[config.mk]
export PLATFORM = sky130hd
export DESIGN_NAME = pipe_skid_stage
export DESIGN_NICKNAME = d
export VERILOG_FILES = /design/src/rtl/pipe_skid_stage.sv
export SDC_FILE = /design/constraint.sdc
export NUM_CORES = 1
export LEC_CHECK = 0
export ABC_AREA = 1
export CAP_MARGIN = 10
export CORE_MARGIN = 4
export CORE_UTILIZATION = 53
export CTS_CLUSTER_DIAMETER = 120
export DETAILED_ROUTE_END_ITERATION = 7
export PLACE_DENSITY = 0.8
export SLEW_MARGIN = 20
export SYNTH_ARGS = -nofsm -noshare
export SYNTH_HDL_FRONTEND = slang
export SYNTH_SLANG_ARGS = --single-unit
[constraint.sdc]
create_clock -name Clk -period 8.8 [get_ports Clk]
set_clock_uncertainty 0.15 [all_clocks]
set_input_delay 1.76 -clock Clk [delete_from_list [all_inputs] [get_ports Clk]]
set_output_delay 1.76 -clock Clk [all_outputs]
set_load 0.01 [all_outputs]
[src/rtl/pipe_skid_stage.sv]
// ============================================================================
//  Module   : pipe_skid_stage
//  Purpose  : Valid/ready pipeline stage with a two-entry skid buffer, flush
//             to bubble, and a saturating downstream-stall counter.
//  Revision : 1.0  initial release
// ============================================================================
`default_nettype none

module pipe_skid_stage #(
  parameter int                         DATA_W = 32,
  parameter int                         LANES  = 3,
  parameter logic [LANES*DATA_W-1:0]    BUBBLE = '0,
  parameter int                         CNT_W  = 16
) (
  input  logic                    Clk,
  input  logic                    Rst,
  input  logic                    InValid,
  output logic                    InReady,
  input  logic [LANES*DATA_W-1:0] InData,
  output logic                    OutValid,
  input  logic                    OutReady,
  output logic [LANES*DATA_W-1:0] OutData,
  input  logic                    Flush,
  output logic [1:0]              Occupancy,
  output logic [CNT_W-1:0]        StallCount
);

  localparam int W = LANES * DATA_W;

  // Occupancy is the state encoding itself, so the values are fixed.
  typedef enum logic [1:0] {
    S_EMPTY = 2'd0,
    S_ONE   = 2'd1,
    S_FULL  = 2'd2
  } state_t;

  state_t           state_q, state_d;
  logic [W-1:0]     main_q, main_d;
  logic [W-1:0]     skid_q, skid_d;
  logic [CNT_W-1:0] stall_q, stall_d;

  logic w_in_fire;
  logic w_out_fire;
  logic w_stall;

  // Ready comes from registered state only, never from OutReady, so a
  // downstream stall cannot ripple combinationally into the upstream stage.
  assign InReady    = (state_q != S_FULL) & ~Rst;
  assign OutValid   = (state_q != S_EMPTY);
  assign OutData    = main_q;
  assign Occupancy  = state_q;
  assign StallCount = stall_q;

  // OutReady is masked by OutValid so an unknown ready on an empty stage
  // cannot disturb the state.
  assign w_in_fire  = InValid & InReady;
  assign w_out_fire = OutValid & OutReady;
  assign w_stall    = OutValid & ~OutReady;

  // Next-state and data-path selection; an unknown Flush falls through to
  // the normal transitions, and unknown fire terms take the "no load" arm.
  always_comb begin
    state_d = state_q;
    main_d  = main_q;
    skid_d  = skid_q;
    if (Flush) begin
      state_d = S_EMPTY;
      main_d  = BUBBLE;
      skid_d  = BUBBLE;
    end else begin
      case (state_q)
        S_EMPTY: begin
          if (w_in_fire) begin
            state_d = S_ONE;
            main_d  = InData;
          end
        end
        S_ONE: begin
          if (w_in_fire && w_out_fire) begin
            main_d = InData;
          end else if (w_in_fire) begin
            state_d = S_FULL;
            skid_d  = InData;
          end else if (w_out_fire) begin
            state_d = S_EMPTY;
            main_d  = BUBBLE;
          end
        end
        S_FULL: begin
          if (w_out_fire) begin
            state_d = S_ONE;
            main_d  = skid_q;
            skid_d  = BUBBLE;
          end
        end
        default: begin
          state_d = S_EMPTY;
          main_d  = BUBBLE;
          skid_d  = BUBBLE;
        end
      endcase
    end
  end

  // Stall counter saturates at all-ones and ignores Flush.
  always_comb begin
    stall_d = stall_q;
    if (w_stall && (stall_q != {CNT_W{1'b1}})) begin
      stall_d = stall_q + 1'b1;
    end
  end

  // Stage state, payload registers and stall counter; reset clears at once.
  always_ff @(posedge Clk or posedge Rst) begin
    if (Rst) begin
      state_q <= S_EMPTY;
      main_q  <= BUBBLE;
      skid_q  <= BUBBLE;
      stall_q <= '0;
    end else begin
      state_q <= state_d;
      main_q  <= main_d;
      skid_q  <= skid_d;
      stall_q <= stall_d;
    end
  end

endmodule

`default_nettype wire

After elaboration in Yosys (flattened, before gate mapping)
Cells that the tools add are included.
{"block": "classes", "eq_ne": 12, "reduce_logical": 7, "n_shift": 0, "div_mod_pow": 0, "mul": 0, "n_mux": 17, "n_lt_le_gt_ge": 0, "n_bitwise": 6, "addsub": 1}
{"cell": "two-way mux 96 bit", "count": 8}
{"cell": "case mux 96 bit (3 select lines)", "count": 2}
{"cell": "adder 16 x 1 -> 16 bit (second input constant)", "count": 1}
{"cell": "inequality test 16 bit (second input constant)", "count": 1}
{"cell": "two-way mux 2 bit", "count": 6}
{"cell": "inequality test 3 bit (second input constant)", "count": 4}
{"cell": "inequality test 4 bit (second input constant)", "count": 3}
{"cell": "AND reduction 4 bit", "count": 3}
{"cell": "case mux 2 bit (3 select lines)", "count": 1}
{"cell": "bitwise AND 1 bit", "count": 4}
{"cell": "inequality test 2 bit (second input constant)", "count": 2}
{"cell": "== test 2 x 1 -> 1 bit (second input constant)", "count": 1}
{"cell": "== test 2 bit (second input constant)", "count": 1}
{"cell": "logical AND 1 bit", "count": 2}
{"cell": "logical NOT 2 bit", "count": 1}
{"cell": "inverter 1 bit", "count": 2}
{"cell": "nonzero test 2 bit", "count": 1}
{"block": "word_totals", "inputBits": 101, "ff_bits": 210, "ramBits": 0, "latch_bits": 0, "mem_count": 0, "romBits": 0, "output_inout_bits": 116}

Longest topological paths before layout
{"block": "logic_depth", "depth_word": 7, "depth_mapped": 11, "ltp_nobuf": 9}

Worst setup path after synthesis
Ideal clock, no wire load.
{"block": "synth_timing", "path_type": "input -> register", "from": "input port Rst", "to": "register main_q[0] (netlist: OutData[0])", "stages": 9, "arrival_time_ns": 7.692, "setup_ns": 0.065, "setup_slack_ns": 0.893, "cell_sequence": "inv_1 nand3_2 nand3_1 nand3_2 nor2_2 buf_6 buf_4 nand2_1 nand2_1"}
{"block": "synth_via", "elab_chain_len": 7, "word_cells_on_any_way": 11, "classes_between": "eq/ne (3); mux (3); bitwise (3); reduce/logical (2)"}
{"element": "from (decl)", "line": "16", "rtl": "input logic Rst,"}
{"element": "inverter 1 bit *", "line": "48", "rtl": "assign InReady = (state_q != S_FULL) & ~Rst;"}
{"element": "bitwise AND 1 bit *", "line": "48"}
{"element": "bitwise AND 1 bit *", "line": "56", "rtl": "assign w_in_fire = InValid & InReady;"}
{"element": "logical AND 1 bit", "line": "79", "rtl": "if (w_in_fire && w_out_fire) begin"}
{"element": "two-way mux 96 bit", "line": "79"}
{"element": "case mux 96 bit (3 select lines)", "line": "71", "rtl": "case (state_q)"}
{"element": "two-way mux 96 bit", "line": "66", "rtl": "if (Flush) begin"}
{"element": "to (signal assigned)", "line": "122", "rtl": "main_q <= main_d;"}
{"element": "to (decl)", "line": "38", "rtl": "logic [W-1:0] main_q, main_d;"}
Every way passes the cells marked *; elsewhere a longest branch is shown, timed or not.
A chain may end at the register's enable or synchronous reset.

Final worst setup path
{"block": "layout_timing", "from": "input port Flush", "to": "register main_q[50] (netlist: OutData[50])"}
{"block": "layout_via", "elab_chain_len": 2, "word_cells_on_any_way": 6, "classes_between": "eq/ne (4); mux (1); reduce/logical (1)"}
{"element": "from (decl)", "line": "23", "rtl": "input logic Flush,"}
{"element": "inequality test 4 bit (no source line) or inequality test 3 bit (tied branches)"}
{"element": "AND reduction 4 bit (no source line)"}
Several ways; a longest one is shown, not always the timed one.

==> run metrics <==
r2r endpoint OutData[50]; reg-to-reg startpoint Occupancy[0]; required time of the worst setup path 9.10 ns; Leakage 7.73 nW; outcome completed; relative max-transition margin 36.8%; insertion delay of the later-clocked pin in the worst-skew pair 0.51 ns; PwrDens 201 mW/mm2; Worst VDD drop 0.000128 V; cell count of the worst reg-to-reg path 10; Overflow after GRT 0; multiplexer area fraction after synthesis 0%; Detailed Place HPWL 19.8 mm; clock tree from TritonCTS done; effective utilization at floorplan 53.9%; Placer Congestion 0.842; CP Launch Point Flush; internal reg-to-reg setup slack 4.30 ns; number of inserted diodes 0; number of placement rows 54; remaining design rule violation count 0; syn avg cell area 7.18 um2; worst hold path endpoint OutData[31]; switch share 30.9%; router iterations before antenna repair 7; maximum clock insertion buffer count 3; setup violators final 0; total detailed-routing wirelength 33.3 mm; netlist area before placement 0.0117 mm2; Hold Path Stages 2; Die Outline Area 0.0245 mm2; largest net degree at the start of global routing 98; CP endpoint kind flop; CTS clock-pin slew for the worst setup and hold paths 0.06 ns; internal power summed over all cells 0.00205 W; Cells after Synth 1,631; number of library cell types mapped by synthesis 28; DRC violation total after the first TritonRoute iteration 857; number of sinks driven by the clock tree 210; total negative slack for setup checks 0 ns; total I/O pin count 217; dominant combinational cell family by area after synthesis simple AND/OR/NAND/NOR gates; switching power total 0.000917 W; Nets 1,877; utilization of the core after routing 67.8%; setup repair after global routing missed its margin no; FMAX 179 MHz; number of buffer and inverter stages on the critical path 6; number of warnings issued by yosys 0; area added between synthesis and finish 25.9%; Clock Power Share 35.2%; Fin. Hold Viols 0; aggregate global-route resource usage 26.5%; number of max-cap violations 0; Worst Min Path Start OutData[31]; Detail Route Antenna Nets 0; slowest cell delay on critical path 0.65 ns; CP delay by family, top buffers and inverters; Hold-fix buffers, CTS 0; wire length of the first global-routing pass 54.0 mm; CTS Root Cell sky130_fd_sc_hd__clkbuf_16; combinational group share of total power 25.6%; vertical die dimension 157 um; class of the most critical hold timing path reg2reg; count of fill cells added during filler insertion 1,773; Critical Path Most Common Cell sky130_fd_sc_hd__nand2_1; routed vias/inst 5.42; total number of vias 11,200; average detailed-routed wire length per instance 16.1 um; kind of start point of the critical path input pin; crit path DAT 5.88 ns; number of gates resized after CTS 0; register area 0.00526 mm2; part of the total power dissipated in sequential elements 39.2%; Die Wd 157 um; min Tclk post-route 5.59 ns; quantity of I/O buffers inserted on ports 216; simple logic cell fraction of the synthesized area 31.7%; complex-gate fraction of the synthesized area 14.5%; Seq/Total Area, Yosys 44.9%; transition at the pin with the smallest max-transition slack 0.949 ns; area of the multi-input gates 0.00557 mm2; Slew Limit Fails 0; fraction of synthesized cell area in xor and xnor cells 0.748%; final clock period utilization by the worst path 63.5%; maximum fanout count along the critical path 74; Post-Synth Adder-Cell Area 0.107%; H-tree level count 1; number of global-route vias before repair 10,700; startpoint-to-endpoint class of the critical path in2reg; CP max stage cell sky130_fd_sc_hd__buf_4; core area 0.0218 mm2; total setup buffers inserted after CTS 0; crit-path cells buf_2, buf_4, inv_1, nand2_4, inv_2, nand2_1, nand3_4, buf_12, nor2_4, buf_4, nand2_1, nand2_1; antenna violations before repair 1; number of nets produced by synthesis 1,733; number of buffers created by CTS 23; fraction of layout instances using a drive strength above 1 4.02%; post-synthesis sequential element count 210
[worst register-to-register path: stages, from the launching register on]
cell,delay [ns]
sky130_fd_sc_hd__dfrtp_1,0.47
sky130_fd_sc_hd__inv_2,0.12
sky130_fd_sc_hd__nand2_4,0.56
sky130_fd_sc_hd__inv_2,0.51
sky130_fd_sc_hd__nand3_2,0.33
sky130_fd_sc_hd__nand3_4,0.54
sky130_fd_sc_hd__buf_12,0.43
sky130_fd_sc_hd__nor2_4,0.56
sky130_fd_sc_hd__buf_4,0.54
sky130_fd_sc_hd__nand2_1,0.14
sky130_fd_sc_hd__nand2_1,0.09
[sequential cells by signal (all words and copies together), names as in the netlist]
name        count
skid_q         96
Occupancy       2
OutData        96
StallCount     16
[metal layers]
layer	GRT usage, %	vias to the layer above	routed length [um]
met2	43.1	460	15400
met1	36.9	5276	14400
li1	-	5413	-
met5	0	-	18
met3	4.51	66	2680
met4	7.64	2	796
[layout by cell type, fill, tap and decap left out, types with 7 or more instances in the layout]
| master | Yosys | layout |
|---|---|---|
| sky130_fd_sc_hd__o21bai_1 | 169 | 169 |
| sky130_fd_sc_hd__nand2_1 | 662 | 661 |
| sky130_fd_sc_hd__xnor2_1 | 7 | 7 |
| sky130_fd_sc_hd__inv_1 | 117 | 116 |
| sky130_fd_sc_hd__dfrtp_1 | 210 | 210 |
| sky130_fd_sc_hd__clkdlybuf4s50_1 | 0 | 215 |
| sky130_fd_sc_hd__nand3_1 | 130 | 130 |
| sky130_fd_sc_hd__clkbuf_8 | 0 | 9 |
| sky130_fd_sc_hd__o21ai_0 | 80 | 80 |
| sky130_fd_sc_hd__buf_4 | 6 | 11 |
| sky130_fd_sc_hd__clkbuf_16 | 0 | 23 |
| sky130_fd_sc_hd__nor2_1 | 116 | 115 |
[worst max-delay path by stage]
stage,slack (ns),cells past startpoint,end
final,3.21,12,OutData[50]
after global routing,2.95,12,OutData[72]
after CTS,2.86,11,OutData[50]
after detailed placement,2.32,11,OutData[50]
after global placement,2.48,11,OutData[33]
after floorplan,0.89,9,OutData[0]
[per-stage QoR]
step                std cells  power (W)  hold WS (ns)  setup WS [ns]  area, um2
finish                   2070    0.00297         0.329           3.21      14700
global route             2070    0.00311         0.343           2.95      14700
CTS                      2068    0.00297         0.332           2.86      14700
detailed placement       2028    0.00192         0.315           2.32      13900
global placement         2028    0.00191         0.312           2.48      13900
floorplan                1631    0.00160         0.365          0.893      11700
[synthesized netlist by cell type (all sizes together)]
cell	n	area (um2)
xor2	3	26.3
nor2	120	465
nand3	133	681
nor3	2	10.0
nand4	5	31.3
ha	1	12.5
nand3b	1	7.51
o21ai	81	405
inv	121	454
clkbuf	51	191
nand2	665	2510
o211ai	1	7.51
a21boi	2	18.8
buf	59	307
o21bai	169	1270
dfrtp	210	5260
xnor2	7	61.3
[final cells by class]
type / count / area share [%]
Multi-Input combinational cell: 1190 / 37.8
Sequential cell: 210 / 35.6
Timing Repair Buffer: 229 / 15.5
Clock buffer: 33 / 4.77
Inverter: 121 / 3.14
Tap cell: 280 / 2.38
Clock inverter: 7 / 0.789
[kinds of logic after synthesis]
family                   count (synthesis)
AND/OR/NAND/NOR                        926
AO/OA/AOI/OAI                          253
buffers and inverters                  231
flip-flops                             210
XOR/XNOR                                10
adder cells (fa/ha/maj)                  1
[power groups by stage]
stage	combinational, W	sequential [W]	clock (W)
global placement	0.000732	0.00117	0
CTS	0.000756	0.00116	0.00105
detailed placement	0.000749	0.00118	0
global route	0.000838	0.00118	0.00110
floorplan	0.000404	0.00120	0
finish	0.000759	0.00116	0.00104
(Power assumes the default switching activity.)
